## src/rtl/mips_mc_ctrl.sv

```systemverilog
// Multi-cycle MIPS control FSM: sequences fetch/decode/exec/mem/wb,
// drives datapath selects and strobes, detects faults, counts cycles.
module mips_mc_ctrl #(
  parameter int MEM_TIMEOUT = 15,
  parameter int PERF_CNT_W  = 32
) (
  input  logic                  clk,
  input  logic                  reset,
  input  logic [5:0]            op,
  input  logic [5:0]            funct,
  input  logic                  zero,
  input  logic                  mem_ready,
  output logic                  mem_req,
  output logic                  mem_we,
  output logic                  i_or_d,
  output logic                  ir_write,
  output logic                  pc_en,
  output logic [1:0]            pc_source,
  output logic                  reg_write,
  output logic [1:0]            reg_dst,
  output logic [1:0]            mem_to_reg,
  output logic                  alu_src_a,
  output logic [1:0]            alu_src_b,
  output logic                  ext_op,
  output logic [4:0]            alu_ctr,
  output logic [3:0]            state,
  output logic                  illegal,
  output logic                  bus_err,
  output logic [PERF_CNT_W-1:0] cycle_cnt,
  output logic [PERF_CNT_W-1:0] instret_cnt
);

  typedef enum logic [3:0] {
    S_FETCH    = 4'd0,
    S_DECODE   = 4'd1,
    S_MEM_ADDR = 4'd2,
    S_MEM_RD   = 4'd3,
    S_MEM_WB   = 4'd4,
    S_MEM_WR   = 4'd5,
    S_R_EXEC   = 4'd6,
    S_R_WB     = 4'd7,
    S_BRANCH   = 4'd8,
    S_JUMP     = 4'd9,
    S_I_EXEC   = 4'd10,
    S_I_WB     = 4'd11,
    S_FAULT    = 4'd12
  } state_t;

  localparam logic [4:0] ALU_ADD = 5'd0;
  localparam logic [4:0] ALU_SUB = 5'd1;
  localparam logic [4:0] ALU_AND = 5'd2;
  localparam logic [4:0] ALU_OR  = 5'd3;
  localparam logic [4:0] ALU_SLT = 5'd4;
  localparam logic [4:0] ALU_LUI = 5'd5;

  localparam int WW = $clog2(MEM_TIMEOUT + 1);
  localparam logic [WW-1:0] WAIT_LAST = WW'(MEM_TIMEOUT - 1);

  state_t                r_state;
  state_t                w_next;
  logic [WW-1:0]         r_wait;
  logic                  r_illegal;
  logic                  r_bus_err;
  logic [PERF_CNT_W-1:0] r_cycle;
  logic [PERF_CNT_W-1:0] r_instret;

  logic w_is_r, w_r_alu, w_jr, w_lw, w_sw, w_beq, w_j, w_jal;
  logic w_addi, w_ori, w_lui, w_itype;
  logic [4:0] w_r_ctr, w_i_ctr;
  logic w_i_ext;

  assign w_is_r  = (op == 6'b000000);
  assign w_lw    = (op == 6'b100011);
  assign w_sw    = (op == 6'b101011);
  assign w_beq   = (op == 6'b000100);
  assign w_j     = (op == 6'b000010);
  assign w_jal   = (op == 6'b000011);
  assign w_addi  = (op == 6'b001000) | (op == 6'b001001);
  assign w_ori   = (op == 6'b001101);
  assign w_lui   = (op == 6'b001111);
  assign w_itype = w_addi | w_ori | w_lui;
  assign w_jr    = w_is_r & (funct == 6'b001000);

  always_comb begin
    w_r_alu = w_is_r;
    w_r_ctr = ALU_ADD;
    unique case (funct)
      6'b100000, 6'b100001: w_r_ctr = ALU_ADD;
      6'b100010, 6'b100011: w_r_ctr = ALU_SUB;
      6'b100100:            w_r_ctr = ALU_AND;
      6'b100101:            w_r_ctr = ALU_OR;
      6'b101010:            w_r_ctr = ALU_SLT;
      default:              w_r_alu = 1'b0;
    endcase
  end

  always_comb begin
    w_i_ctr = ALU_ADD;
    w_i_ext = 1'b1;
    unique case (1'b1)
      w_ori:   begin w_i_ctr = ALU_OR; w_i_ext = 1'b0; end
      w_lui:   w_i_ctr = ALU_LUI;
      default: w_i_ctr = ALU_ADD;
    endcase
  end

  logic w_mem_req, w_mem_we, w_ir_write, w_pc_write, w_pc_cond;
  logic w_reg_write, w_retire, w_set_ill, w_set_bus;

  always_comb begin
    w_next      = r_state;
    w_mem_req   = 1'b0;
    w_mem_we    = 1'b0;
    w_ir_write  = 1'b0;
    w_pc_write  = 1'b0;
    w_pc_cond   = 1'b0;
    w_reg_write = 1'b0;
    w_retire    = 1'b0;
    w_set_ill   = 1'b0;
    w_set_bus   = 1'b0;
    i_or_d      = 1'b0;
    pc_source   = 2'd0;
    reg_dst     = 2'd0;
    mem_to_reg  = 2'd0;
    alu_src_a   = 1'b0;
    alu_src_b   = 2'd0;
    ext_op      = 1'b0;
    alu_ctr     = ALU_ADD;
    unique case (r_state)
      S_FETCH: begin
        w_mem_req = 1'b1;
        alu_src_b = 2'd1;
        if (mem_ready) begin
          w_ir_write = 1'b1;
          w_pc_write = 1'b1;
          w_next     = S_DECODE;
        end
      end
      S_DECODE: begin
        // Speculative branch target lands in ALUOut
        alu_src_b = 2'd3;
        ext_op    = 1'b1;
        unique case (1'b1)
          w_lw | w_sw:        w_next = S_MEM_ADDR;
          w_r_alu:            w_next = S_R_EXEC;
          w_jr | w_j | w_jal: w_next = S_JUMP;
          w_beq:              w_next = S_BRANCH;
          w_itype:            w_next = S_I_EXEC;
          default: begin
            w_set_ill = 1'b1;
            w_next    = S_FAULT;
          end
        endcase
      end
      S_MEM_ADDR: begin
        alu_src_a = 1'b1;
        alu_src_b = 2'd2;
        ext_op    = 1'b1;
        w_next    = w_sw ? S_MEM_WR : S_MEM_RD;
      end
      S_MEM_RD: begin
        w_mem_req = 1'b1;
        i_or_d    = 1'b1;
        if (mem_ready) w_next = S_MEM_WB;
      end
      S_MEM_WB: begin
        w_reg_write = 1'b1;
        mem_to_reg  = 2'd1;
        w_retire    = 1'b1;
        w_next      = S_FETCH;
      end
      S_MEM_WR: begin
        w_mem_req = 1'b1;
        w_mem_we  = 1'b1;
        i_or_d    = 1'b1;
        if (mem_ready) begin
          w_retire = 1'b1;
          w_next   = S_FETCH;
        end
      end
      S_R_EXEC: begin
        alu_src_a = 1'b1;
        alu_ctr   = w_r_ctr;
        w_next    = S_R_WB;
      end
      S_R_WB: begin
        alu_src_a   = 1'b1;
        alu_ctr     = w_r_ctr;
        w_reg_write = 1'b1;
        reg_dst     = 2'd1;
        w_retire    = 1'b1;
        w_next      = S_FETCH;
      end
      S_I_EXEC: begin
        alu_src_a = 1'b1;
        alu_src_b = 2'd2;
        ext_op    = w_i_ext;
        alu_ctr   = w_i_ctr;
        w_next    = S_I_WB;
      end
      S_I_WB: begin
        alu_src_a   = 1'b1;
        alu_src_b   = 2'd2;
        ext_op      = w_i_ext;
        alu_ctr     = w_i_ctr;
        w_reg_write = 1'b1;
        w_retire    = 1'b1;
        w_next      = S_FETCH;
      end
      S_BRANCH: begin
        alu_src_a = 1'b1;
        alu_ctr   = ALU_SUB;
        w_pc_cond = 1'b1;
        pc_source = 2'd1;
        w_retire  = 1'b1;
        w_next    = S_FETCH;
      end
      S_JUMP: begin
        // PC already holds PC+4, so jal links straight from it
        w_pc_write = 1'b1;
        pc_source  = w_jr ? 2'd3 : 2'd2;
        if (w_jal) begin
          w_reg_write = 1'b1;
          reg_dst     = 2'd2;
          mem_to_reg  = 2'd2;
        end
        w_retire = 1'b1;
        w_next   = S_FETCH;
      end
      S_FAULT: w_next = S_FAULT;
      default: w_next = S_FETCH;
    endcase
    if (w_mem_req && !mem_ready && r_wait == WAIT_LAST) begin
      w_set_bus = 1'b1;
      w_next    = S_FAULT;
    end
  end

  always_ff @(posedge clk or posedge reset) begin
    if (reset) begin
      r_state   <= S_FETCH;
      r_wait    <= '0;
      r_illegal <= 1'b0;
      r_bus_err <= 1'b0;
      r_cycle   <= '0;
      r_instret <= '0;
    end else begin
      r_state <= w_next;
      if (w_set_ill) r_illegal <= 1'b1;
      if (w_set_bus) r_bus_err <= 1'b1;
      if (w_mem_req && !mem_ready && w_next == r_state)
        r_wait <= r_wait + 1'b1;
      else
        r_wait <= '0;
      if (r_state != S_FAULT) r_cycle <= r_cycle + 1'b1;
      if (w_retire) r_instret <= r_instret + 1'b1;
    end
  end

  assign mem_req     = w_mem_req & ~reset;
  assign mem_we      = w_mem_we & ~reset;
  assign ir_write    = w_ir_write & ~reset;
  assign reg_write   = w_reg_write & ~reset;
  assign pc_en       = (w_pc_write | (w_pc_cond & zero)) & ~reset;
  assign state       = r_state;
  assign illegal     = r_illegal;
  assign bus_err     = r_bus_err;
  assign cycle_cnt   = r_cycle;
  assign instret_cnt = r_instret;

endmodule

```

## config.mk

```make
export PLATFORM = sky130hd
export DESIGN_NAME = mips_mc_ctrl
export DESIGN_NICKNAME = d
export VERILOG_FILES = /design/src/rtl/mips_mc_ctrl.sv
export SDC_FILE = /design/constraint.sdc
export NUM_CORES = 1
export LEC_CHECK = 0
export BUFFER_PORTS_ARGS = -buffer_cell sky130_fd_sc_hd__clkbuf_2
export CORE_MARGIN = 2
export CORE_UTILIZATION = 52
export CTS_BUF_LIST = sky130_fd_sc_hd__clkbuf_2
export DETAILED_ROUTE_END_ITERATION = 8
export PLACE_DENSITY_LB_ADDON = 0.05
export SLEW_MARGIN = 10
export SYNTH_ARGS = -nofsm -noshare
export SYNTH_HDL_FRONTEND = slang
export SYNTH_SLANG_ARGS = --single-unit
```

## constraint.sdc

```tcl
create_clock -name clk -period 3.87 [get_ports clk]
set_clock_uncertainty 0.2 [all_clocks]
set_input_delay 0.774 -clock clk [delete_from_list [all_inputs] [get_ports clk]]
set_output_delay 0.774 -clock clk [all_outputs]
set_load 0.01 [all_outputs]
```

# Word-level counts from Yosys, hierarchy flattened

Cells that the tools add are included.

Register bits after elaboration: 74
Output and inout bits: 91
Logic and storage cells: 108

$add $sub $neg: 3
Equality and inequality tests: 32
Mux-type cells: 34
Bitwise operators: 15
Reduce and logical (&&, ||, !) cells: 18

Operators with widths:

| cell                    | number |
|---|---|
| $add A32 B1 Y32 const B | 2 |
| $eq A6 B6 Y1 const B    | 9 |
| $pmux W4 S8             | 1 |
| $eq A6 B4 Y1 const B    | 5 |
| $eq A4 B4 Y1 const B    | 6 |
| $mux W4                 | 5 |
| $pmux W4 S5             | 1 |
| $eq A4 B3 Y1 const B    | 4 |
| $pmux W5 S3             | 1 |
| $mux W1                 | 14 |
| $eq A6 B2 Y1 const B    | 2 |
| $pmux W2 S2             | 3 |
| $pmux W3 S4             | 1 |
| $reduce_or A2 Y1        | 5 |
| $reduce_or A5 Y1        | 2 |
| $reduce_or A3 Y1        | 3 |
| $eq A4 B2 Y1 const B    | 2 |
| $pmux W1 S2             | 4 |
| $and A1 B1 Y1           | 7 |
| $or A1 B1 Y1            | 7 |
| $reduce_or A7 Y1        | 1 |
| $eq A6 B3 Y1 const B    | 1 |
| $logic_not A6 Y1        | 1 |
| $pmux W2 S3             | 1 |
| other kinds (12)        | 14 |

# Longest topological paths before layout

Gate-level depths: netlist (run 1).

Depth after elaboration: 10
Mapped depth: 8

# Worst setup path after synthesis (run 1)

Ideal clock, no wire load.

Path kind: in2out
From: in reset
To: out reg_write
Arrival: 2690 ps
Path slack: 206 ps
Stages: 2
Path through: inv_1 -> o31a_1

Word-level cells in the longest chain between the ends: 2

RTL lines:

| what               | RTL line | source |
|---|---|---|
| start: declaration | 8        | `input logic reset,` |
| $not A1 Y1         | 263      | `assign reg_write = w_reg_write & ~reset;` |
| $and A1 B1 Y1      | 263      |  |
| end: declaration   | 19       | `output logic reg_write,` |

No other way between the ends.

# Final worst setup path (run 1)

From: reg r_state[1] (netlist: state[1])
To: out reg_write

Word-level cells in the longest chain between the ends: 4

RTL lines:

| what                                                | RTL line | source |
|---|---|---|
| start: declaration                                  | 59       | `state_t r_state;` |
| start signal: assignment                            | 248      | `r_state <= w_next;` |
| $eq A4 B4 Y1 / $eq A4 B3 Y1 (equally long branches) | 129      | `unique case (r_state)` |
| $reduce_or A3 Y1 (no source line)                   | -        |  |
| $pmux W1 S2 (*)                                     | 129      |  |
| $and A1 B1 Y1 (*)                                   | 263      |  |

Every way passes the cells marked *; elsewhere a longest branch is shown, timed or not.

==> summary.md, run 1 <==
The floorplan has 32 rows. Final-report hold violation count: 0. The signed area change from the synthesized netlist to the final layout came out at 16.62%. The capture point of the worst reg-to-reg path is cycle_cnt[28]. The cell count after synthesis came out at 402.

Post-CTS repair changed the size of 0 cells. The synthesized netlist occupies a cell area of 4043 um^2. The shortest period the worst path allows was 3.361 ns. The tools report the initial cell density of the core as 0.5286.

The critical path is of the reg -> out type. The post-detailed-route via-to-cell ratio was 5.458; the fraction of the yosys area taken by sequential cells was 0.4581. Summed over all failing endpoints, the final setup total negative slack is 0 ns.

The netlist uses 60 different library cells. The max capacitance violation total is 0, and the static leakage power is 2.230 nW. The number of buffers inserted by post-CTS setup repair is 0, and the number of buffers on the longest clock path is 2. Once detailed placement completed, the half-perimeter wirelength came to 6306 um. Leaving out fill and tap cells, the most frequent cell in the layout is sky130_fd_sc_hd__clkbuf_2. The die outline height came out at 92.17 um. The tools report the library cell used as clock root buffer as sky130_fd_sc_hd__clkbuf_2.

The worst register-to-register path has a setup slack of 1.36 ns. After filler insertion, the fill cell instance count of the layout stands at 686. After the first detailed-routing iteration, the DRC count stood at 128. For the total number of yosys warnings, the log shows 0.

The tools report the via count of the first global-routing pass as 3146. The total grt overflow came out at 0. The endpoint required time on the critical path came out at 2.90 ns. The count of nets left with antenna violations once routing finished came out at 0.

After synthesis the netlist holds a flip-flop and latch count of 74. The synthesized design spends more area on one cell type than any other, namely sky130_fd_sc_hd__dfrtp_1. Before antenna repair, the detailed router went through 4 iterations.

The floorplan step defined a die boundary enclosing 8495 um^2. The logic depth of the worst register-to-register path was 5. The clock reaches the later pin of the worst-skew pair after 0.52 ns. Across all hold checks on the routed design, the worst slack comes to 0.2834 ns. The final cycle utilization of the critical path is 0.8685, and the number of DRC violations after detailed routing is 0. The repair_antennas step left the layout with diodes totalling 0.

Setup repair after global routing left no endpoint under its margin. The fraction of final layout cells sized beyond drive strength 1 is 0.2871. At the end of the flow, the number of nets in the layout was 520.

At the pin with the least slew margin, the transition time is 0.9157 ns. Buffers placed on the I/O ports in this run total 104. The critical path launch point type is a flop.

In this run, placement finished with an instance count of 591. The horizontal extent of the die came out at 92.17 um. Each instance of the synthesized netlist takes up on average 10.06 um^2. VDD sags by at most 0.0002395 V. Setup violations remaining at the end of the flow were counted as 0. The worst hold-check path type is reg -> reg. The count of clock tree sinks is 74, and the via count is 3313. The share of async-settable or async-resettable flops after synthesis is 1.000. TritonCTS built the clock tree. The sequential cells in the finished layout cover a total of 1852 um^2. The run gives 0 as the max-slew violation total from the final report. The top achievable clock speed was 297.5 MHz; the final weighted congestion of routability-driven global placement was 0.8318. The worst hold path begins at cycle_cnt[31]. The first global-routing pass estimated 14820 um of wire.

In this run the worst setup path terminates at reg_write. Of all nets on the critical path, the largest fanout is 24. The multi-input combinational cells in the finished layout cover a total of 2032 um^2. After clock tree synthesis, the clock-pin slew on the worst setup and hold paths is 0.21 ns.

The run gives 0.3895 as the worst-case headroom to the max-slew limit. The worst setup path is captured at an output port. By area the synthesized netlist is led by sky130_fd_sc_hd__dfrtp_1 46%, sky130_fd_sc_hd__xnor2_1 12%, sky130_fd_sc_hd__nand2_1 3.6%. The post-detailed-route wirelength per cell is 14.37 um, and the portion of synthesized cell area occupied by the leading cell type is 0.4581. The number of flops mapped to enable cells by yosys works out to 0. The initial antenna violation count came out at 0. Startpoint of the most critical register-to-register path: state[1].

The detailed-route wire length is 8725 um. The logs give 0.2151 for the global-route usage over all layers and 107 for the count of pins on the block boundary. The flow ran to the end, and the final reports show no timing, DRC or antenna violations. In this run the worst setup path begins at state[1]. The finished layout holds 607 standard cells, fillers aside. In the layout the commonest cells are 113 x sky130_fd_sc_hd__clkbuf_2, 74 x sky130_fd_sc_hd__dfrtp_1, 55 x sky130_fd_sc_hd__xnor2_1. Predominant post-synthesis flop cell: sky130_fd_sc_hd__dfrtp_1. The H-tree was split into 3 levels.

The number of buffers inserted by hold repair at cts was 0; the ratio of total power to cell area was 460.1 nW/um^2. The area of the core region came out at 7647 um^2. TritonCTS created 9 clock buffers. The maximum number of pins on one net before global-route repair was 75; the signal arrival time at the worst endpoint was 2.39 ns.
per-stage QoR:
step | instance area (um^2) | setup WS (ns) | utilization | total power, mW
after floorplan | 4046 | 0.2058 | - | 1.488
after global placement | 4584 | 0.9696 | 0.5995 | 1.703
after detailed placement | 4584 | 0.9537 | 0.5995 | 1.716
after CTS | 4715 | 0.4915 | 0.6165 | 2.199
after global routing | 4715 | 0.3363 | 0.6165 | 2.313
final | 4715 | 0.5088 | 0.6165 | 2.169
worst max-delay path, stage by stage, from the launching register on:
cell	delay, ns
sky130_fd_sc_hd__dfrtp_1	0.85
sky130_fd_sc_hd__nand2b_1	0.31
sky130_fd_sc_hd__nor2_1	0.10
sky130_fd_sc_hd__and3_1	0.20
sky130_fd_sc_hd__o31a_1	0.30
sky130_fd_sc_hd__clkbuf_2	0.13
area by class of cell:
type                            count  area share
Clock inverter                      7     0.01805
Multi-Input combinational cell    300      0.4310
Sequential cell                    74      0.3928
Tap cell                          102     0.02707
Timing Repair Buffer              107      0.1152
Clock buffer                        9    0.009554
Inverter                            8    0.006369
power by group:
group	internal [mW]	leakage, nW	total, mW	switching [mW]
Clock	0.162	0.0730	0.470	0.308
Sequential	0.871	0.993	1.02	0.147
Combinational	0.295	1.16	0.680	0.385
cells by family (layout without fill, tap and decap cells):
family | Yosys count | after routing | synth area share
AND/OR/NAND/NOR | 187 | 187 | 0.2702
flip-flops | 74 | 74 | 0.4581
XOR/XNOR | 65 | 65 | 0.1408
AO/OA/AOI/OAI | 38 | 38 | 0.06685
buffers and inverters | 29 | 131 | 0.04023
adder cells (fa/ha/maj) | 5 | 5 | 0.01486
multiplexers | 3 | 3 | 0.008047
other | 1 | 2 | 0.0009276
metal layers:
| metal | wire length [um] | GRT usage | vias up |
|---|---|---|---|
| met2 | 4080 | 0.3499 | 84 |
| met5 | 0 | 0 | - |
| met4 | 127 | 0.08333 | 0 |
| li1 | - | - | 1614 |
| met3 | 349 | 0.03862 | 14 |
| met1 | 4167 | 0.2869 | 1601 |
worst min path at each step:
stage | endpoint | slack (ns) | depth (start not counted)
after floorplan | r_wait[0] | 0.25 | 1
after global placement | bus_err | 0.26 | 1
after detailed placement | cycle_cnt[31] | 0.26 | 1
after CTS | cycle_cnt[31] | 0.29 | 1
after global routing | cycle_cnt[27] | 0.32 | 1
final | cycle_cnt[31] | 0.28 | 1
cell usage after synthesis (3+ instances only):
cell                        number
sky130_fd_sc_hd__and3_1         15
sky130_fd_sc_hd__inv_1           8
sky130_fd_sc_hd__and4_1          7
sky130_fd_sc_hd__buf_4           4
sky130_fd_sc_hd__nand2_1        39
sky130_fd_sc_hd__buf_2           6
sky130_fd_sc_hd__nor2b_1         6
sky130_fd_sc_hd__nor2_1         28
sky130_fd_sc_hd__a21oi_1         7
sky130_fd_sc_hd__and2_1          4
sky130_fd_sc_hd__nand4_1        21
sky130_fd_sc_hd__xor2_1         10
sky130_fd_sc_hd__nand3_1        25
sky130_fd_sc_hd__nand2b_1        5
sky130_fd_sc_hd__dfrtp_1        74
sky130_fd_sc_hd__buf_6           4
sky130_fd_sc_hd__clkbuf_1        4
sky130_fd_sc_hd__o2111ai_1       3
sky130_fd_sc_hd__o21ai_0        11
sky130_fd_sc_hd__nor3_1          7
sky130_fd_sc_hd__xnor2_1        55
sky130_fd_sc_hd__ha_1            4
sky130_fd_sc_hd__or2_2           3
flip-flops by register name (all words and copies together) (netlist names):
signal       count
r_wait           4
state            4
cycle_cnt       32
illegal          1
bus_err          1
instret_cnt     32
Note: power is estimated with default switching activity, not from simulation.
==> run 2: changes to the inputs <==
- BUFFER_PORTS_ARGS: -buffer_cell sky130_fd_sc_hd__clkbuf_2 -> not set
- CTS_BUF_LIST: sky130_fd_sc_hd__clkbuf_2 -> not set
- DONT_BUFFER_PORTS: not set -> 1
==> run 2 against run 1 <==
  * Design area is 9.9% lower
  * Setup slack better by 0.33 ns
  * Die area stayed put
  * Critical endpoint unchanged
  * Via count is 11% lower
  * Routed wire length is 4.3% lower
  * Combinational power is 20% lower
  * Count of clock-buffer cells in the layout is 1 higher
  * Sequential power hardly changed
==> summary.md, run 2 (synthesized netlist as in run 1, its figures left out) <==
The final cycle utilization of the critical path is 0.7838, and the worst hold slack after final layout is 0.2882 ns. The logs give 8495 um^2 for the full die area and 0 ns for the setup TNS. The kind of end point of the critical path is an output port.

The run gives 0 as the number of instances resized during post-cts repair. The post-detailed-route via-to-cell ratio came out at 5.814. The tool flagged a number of max-cap violations equal to 0. The worst-margin pin slew was 0.9123 ns. The run gives 1852 um^2 as the storage element area. The max-slew violation total from the final report is 0. STA classifies the critical path startpoint as a flop.

Entering global routing, the biggest net connects 75 pins. The final-report hold violation count is 0, and the number of DRC violations after detailed routing is 0. The tools report the top achievable clock speed as 329.7 MHz.

Walking the worst path, the cells encountered are buf_4 -> nand2b_1 -> nor2_1 -> and3_1 -> o31a_1. The flow ran to the end, and the final reports show no timing, DRC or antenna violations. The final standard cell area without fillers was 4249 um^2. The global-route wire length before repair was 13660 um; the maximum fanout encountered on the critical timing path was 24. Clock-pin slew was measured on the worst setup and hold paths at 0.07 ns.

The antenna diode count is 0, and the post-detailed-route wirelength per cell is 16.53 um. The logs give 0.5286 for the initial cell density of the core and 0 for the initial antenna violation count. The tools report the placement-stage cell area as 4079 um^2. The number of cells on the worst hold path is 1, and the slack of the critical path is 0.8368 ns. For the count of H-tree levels built during CTS, the log shows 3.

For the via count, the log shows 2936. The completed layout was analyzed and its total power is 2.102 mW. The area of the core region is 7647 um^2. Setup repair after global routing left no endpoint under its margin. The number of buffers inserted by hold repair at cts is 0. TritonCTS built the clock tree. The largest stage delay on the critical path works out to 0.37 ns. The logs give 107 for the count of pins on the block boundary and 0.1996 for the global-route usage over all layers. The fraction of final layout cells sized beyond drive strength 1 is 0.1042, and the multi-input logic area is 2032 um^2. Leaving out fill and tap cells, the most frequent cell in the layout is sky130_fd_sc_hd__dfrtp_1. In this run the remaining antenna-violating nets after routing total 0. The number of cells on the worst reg-to-reg path is 6.

The total placed cells including tap cells is 489, and the final weighted congestion of routability-driven global placement is 0.8746. The clock passes through at most 2 buffers. Buffers added to address setup during post-CTS repair amount to 0. The horizontal extent of the die is 92.17 um, and the number of buffers inserted by port buffering is 0.

Clock tree synthesis selected as its root buffer the cell sky130_fd_sc_hd__clkbuf_8. In this run, CTS created clock tree buffers numbering 9. The tightest min-delay check is of the reg -> reg type.

For this block, the initial DRC count from the detailed router was 79. The initialized floorplan defines 32 standard-cell rows. For the worst setup path, the data required time is 2.90 ns. The logs give 0.5556 for the final standard cell utilization of the core and 8350 um for the detailed-route wire length. In the layout the commonest cells are 74 x sky130_fd_sc_hd__dfrtp_1, 55 x sky130_fd_sc_hd__xnor2_1, 39 x sky130_fd_sc_hd__nand2_1. The number of filler cells placed in the layout is 698, and the die outline height is 92.17 um. The total overflow left after global routing is 0.

After the last flow step, the layout net total stands at 418. The critical path in this run is classified as reg -> out. The first detailed-routing pass took 4 iterations. OpenSTA, run right after detailed placement, puts the worst setup slack at 1.073 ns.

Detailed placement ended at an HPWL of 5973 um. The later-pin clock latency in the skew report was 0.33 ns; the via count of the first global-routing pass was 2757. For this design, the slowest cell found on the critical path is sky130_fd_sc_hd__and3_1.

Setup violations remaining at the end of the flow were counted as 0. The non-filler instance count after layout is 505, and the ratio of total power to cell area is 494.7 nW/um^2. Shortest period the worst path allows: 3.033 ns. At the worst endpoint, the arrival time is 2.06 ns. Compared with the post-synthesis result, the final layout area differs by 5.107%. The worst-case headroom to the max-slew limit came out at 0.3918. The clock net in this run drives a total of 74 sinks.

For the worst IR drop on VDD, the log shows 0.0002681 V. In this run the static leakage power is 1.785 nW.
-- run 2: changes by cell type in the layout (fill, tap and decap cells not counted), sizes merged --
cell and change:
inv -3, buf +2, clkbuf -103, clkinv +3
bufinv -1
-- run 2: where the power goes --
group	leakage, nW	switching [mW]	total, mW	internal, mW
Combinational	0.710	0.327	0.542	0.215
Sequential	0.993	0.164	1.04	0.871
Clock	0.0827	0.291	0.525	0.234
Total	1.79	0.782	2.10	1.32
-- run 2: final timing paths --
kind                            startpoint       endpoint  slack [ns]
worst max-delay path              state[1]      reg_write        0.84
worst min-delay path             r_wait[0]      r_wait[0]        0.29
worst max register to register    state[2]  cycle_cnt[24]        1.60
worst min register to register   r_wait[0]      r_wait[0]        0.29
max in group asynchronous            reset  cycle_cnt[12]        2.46
min in group asynchronous            reset   cycle_cnt[6]        0.43
-- run 2: critical path, delay by kind of cell (launching register included) --
family	cells	cell delay [ns]
simple gates	3	0.92
compound gates	1	0.24
buf+inv	1	0.21
flops	1	0.36
-- run 2: metal layers --
layer,wire [um],global-route usage
met1,3844,0.2630
met2,3948,0.3180
met3,478,0.06327
met4,78,0.05597
met5,0,0
-- run 2: area by class of cell --
type,count,area share
clock buffer,10,0.03004
multi-input combinational,300,0.4782
tap,102,0.03004
clock inverter,6,0.01001
inverter,8,0.007067
timing repair buffer,5,0.008834
sequential,74,0.4358
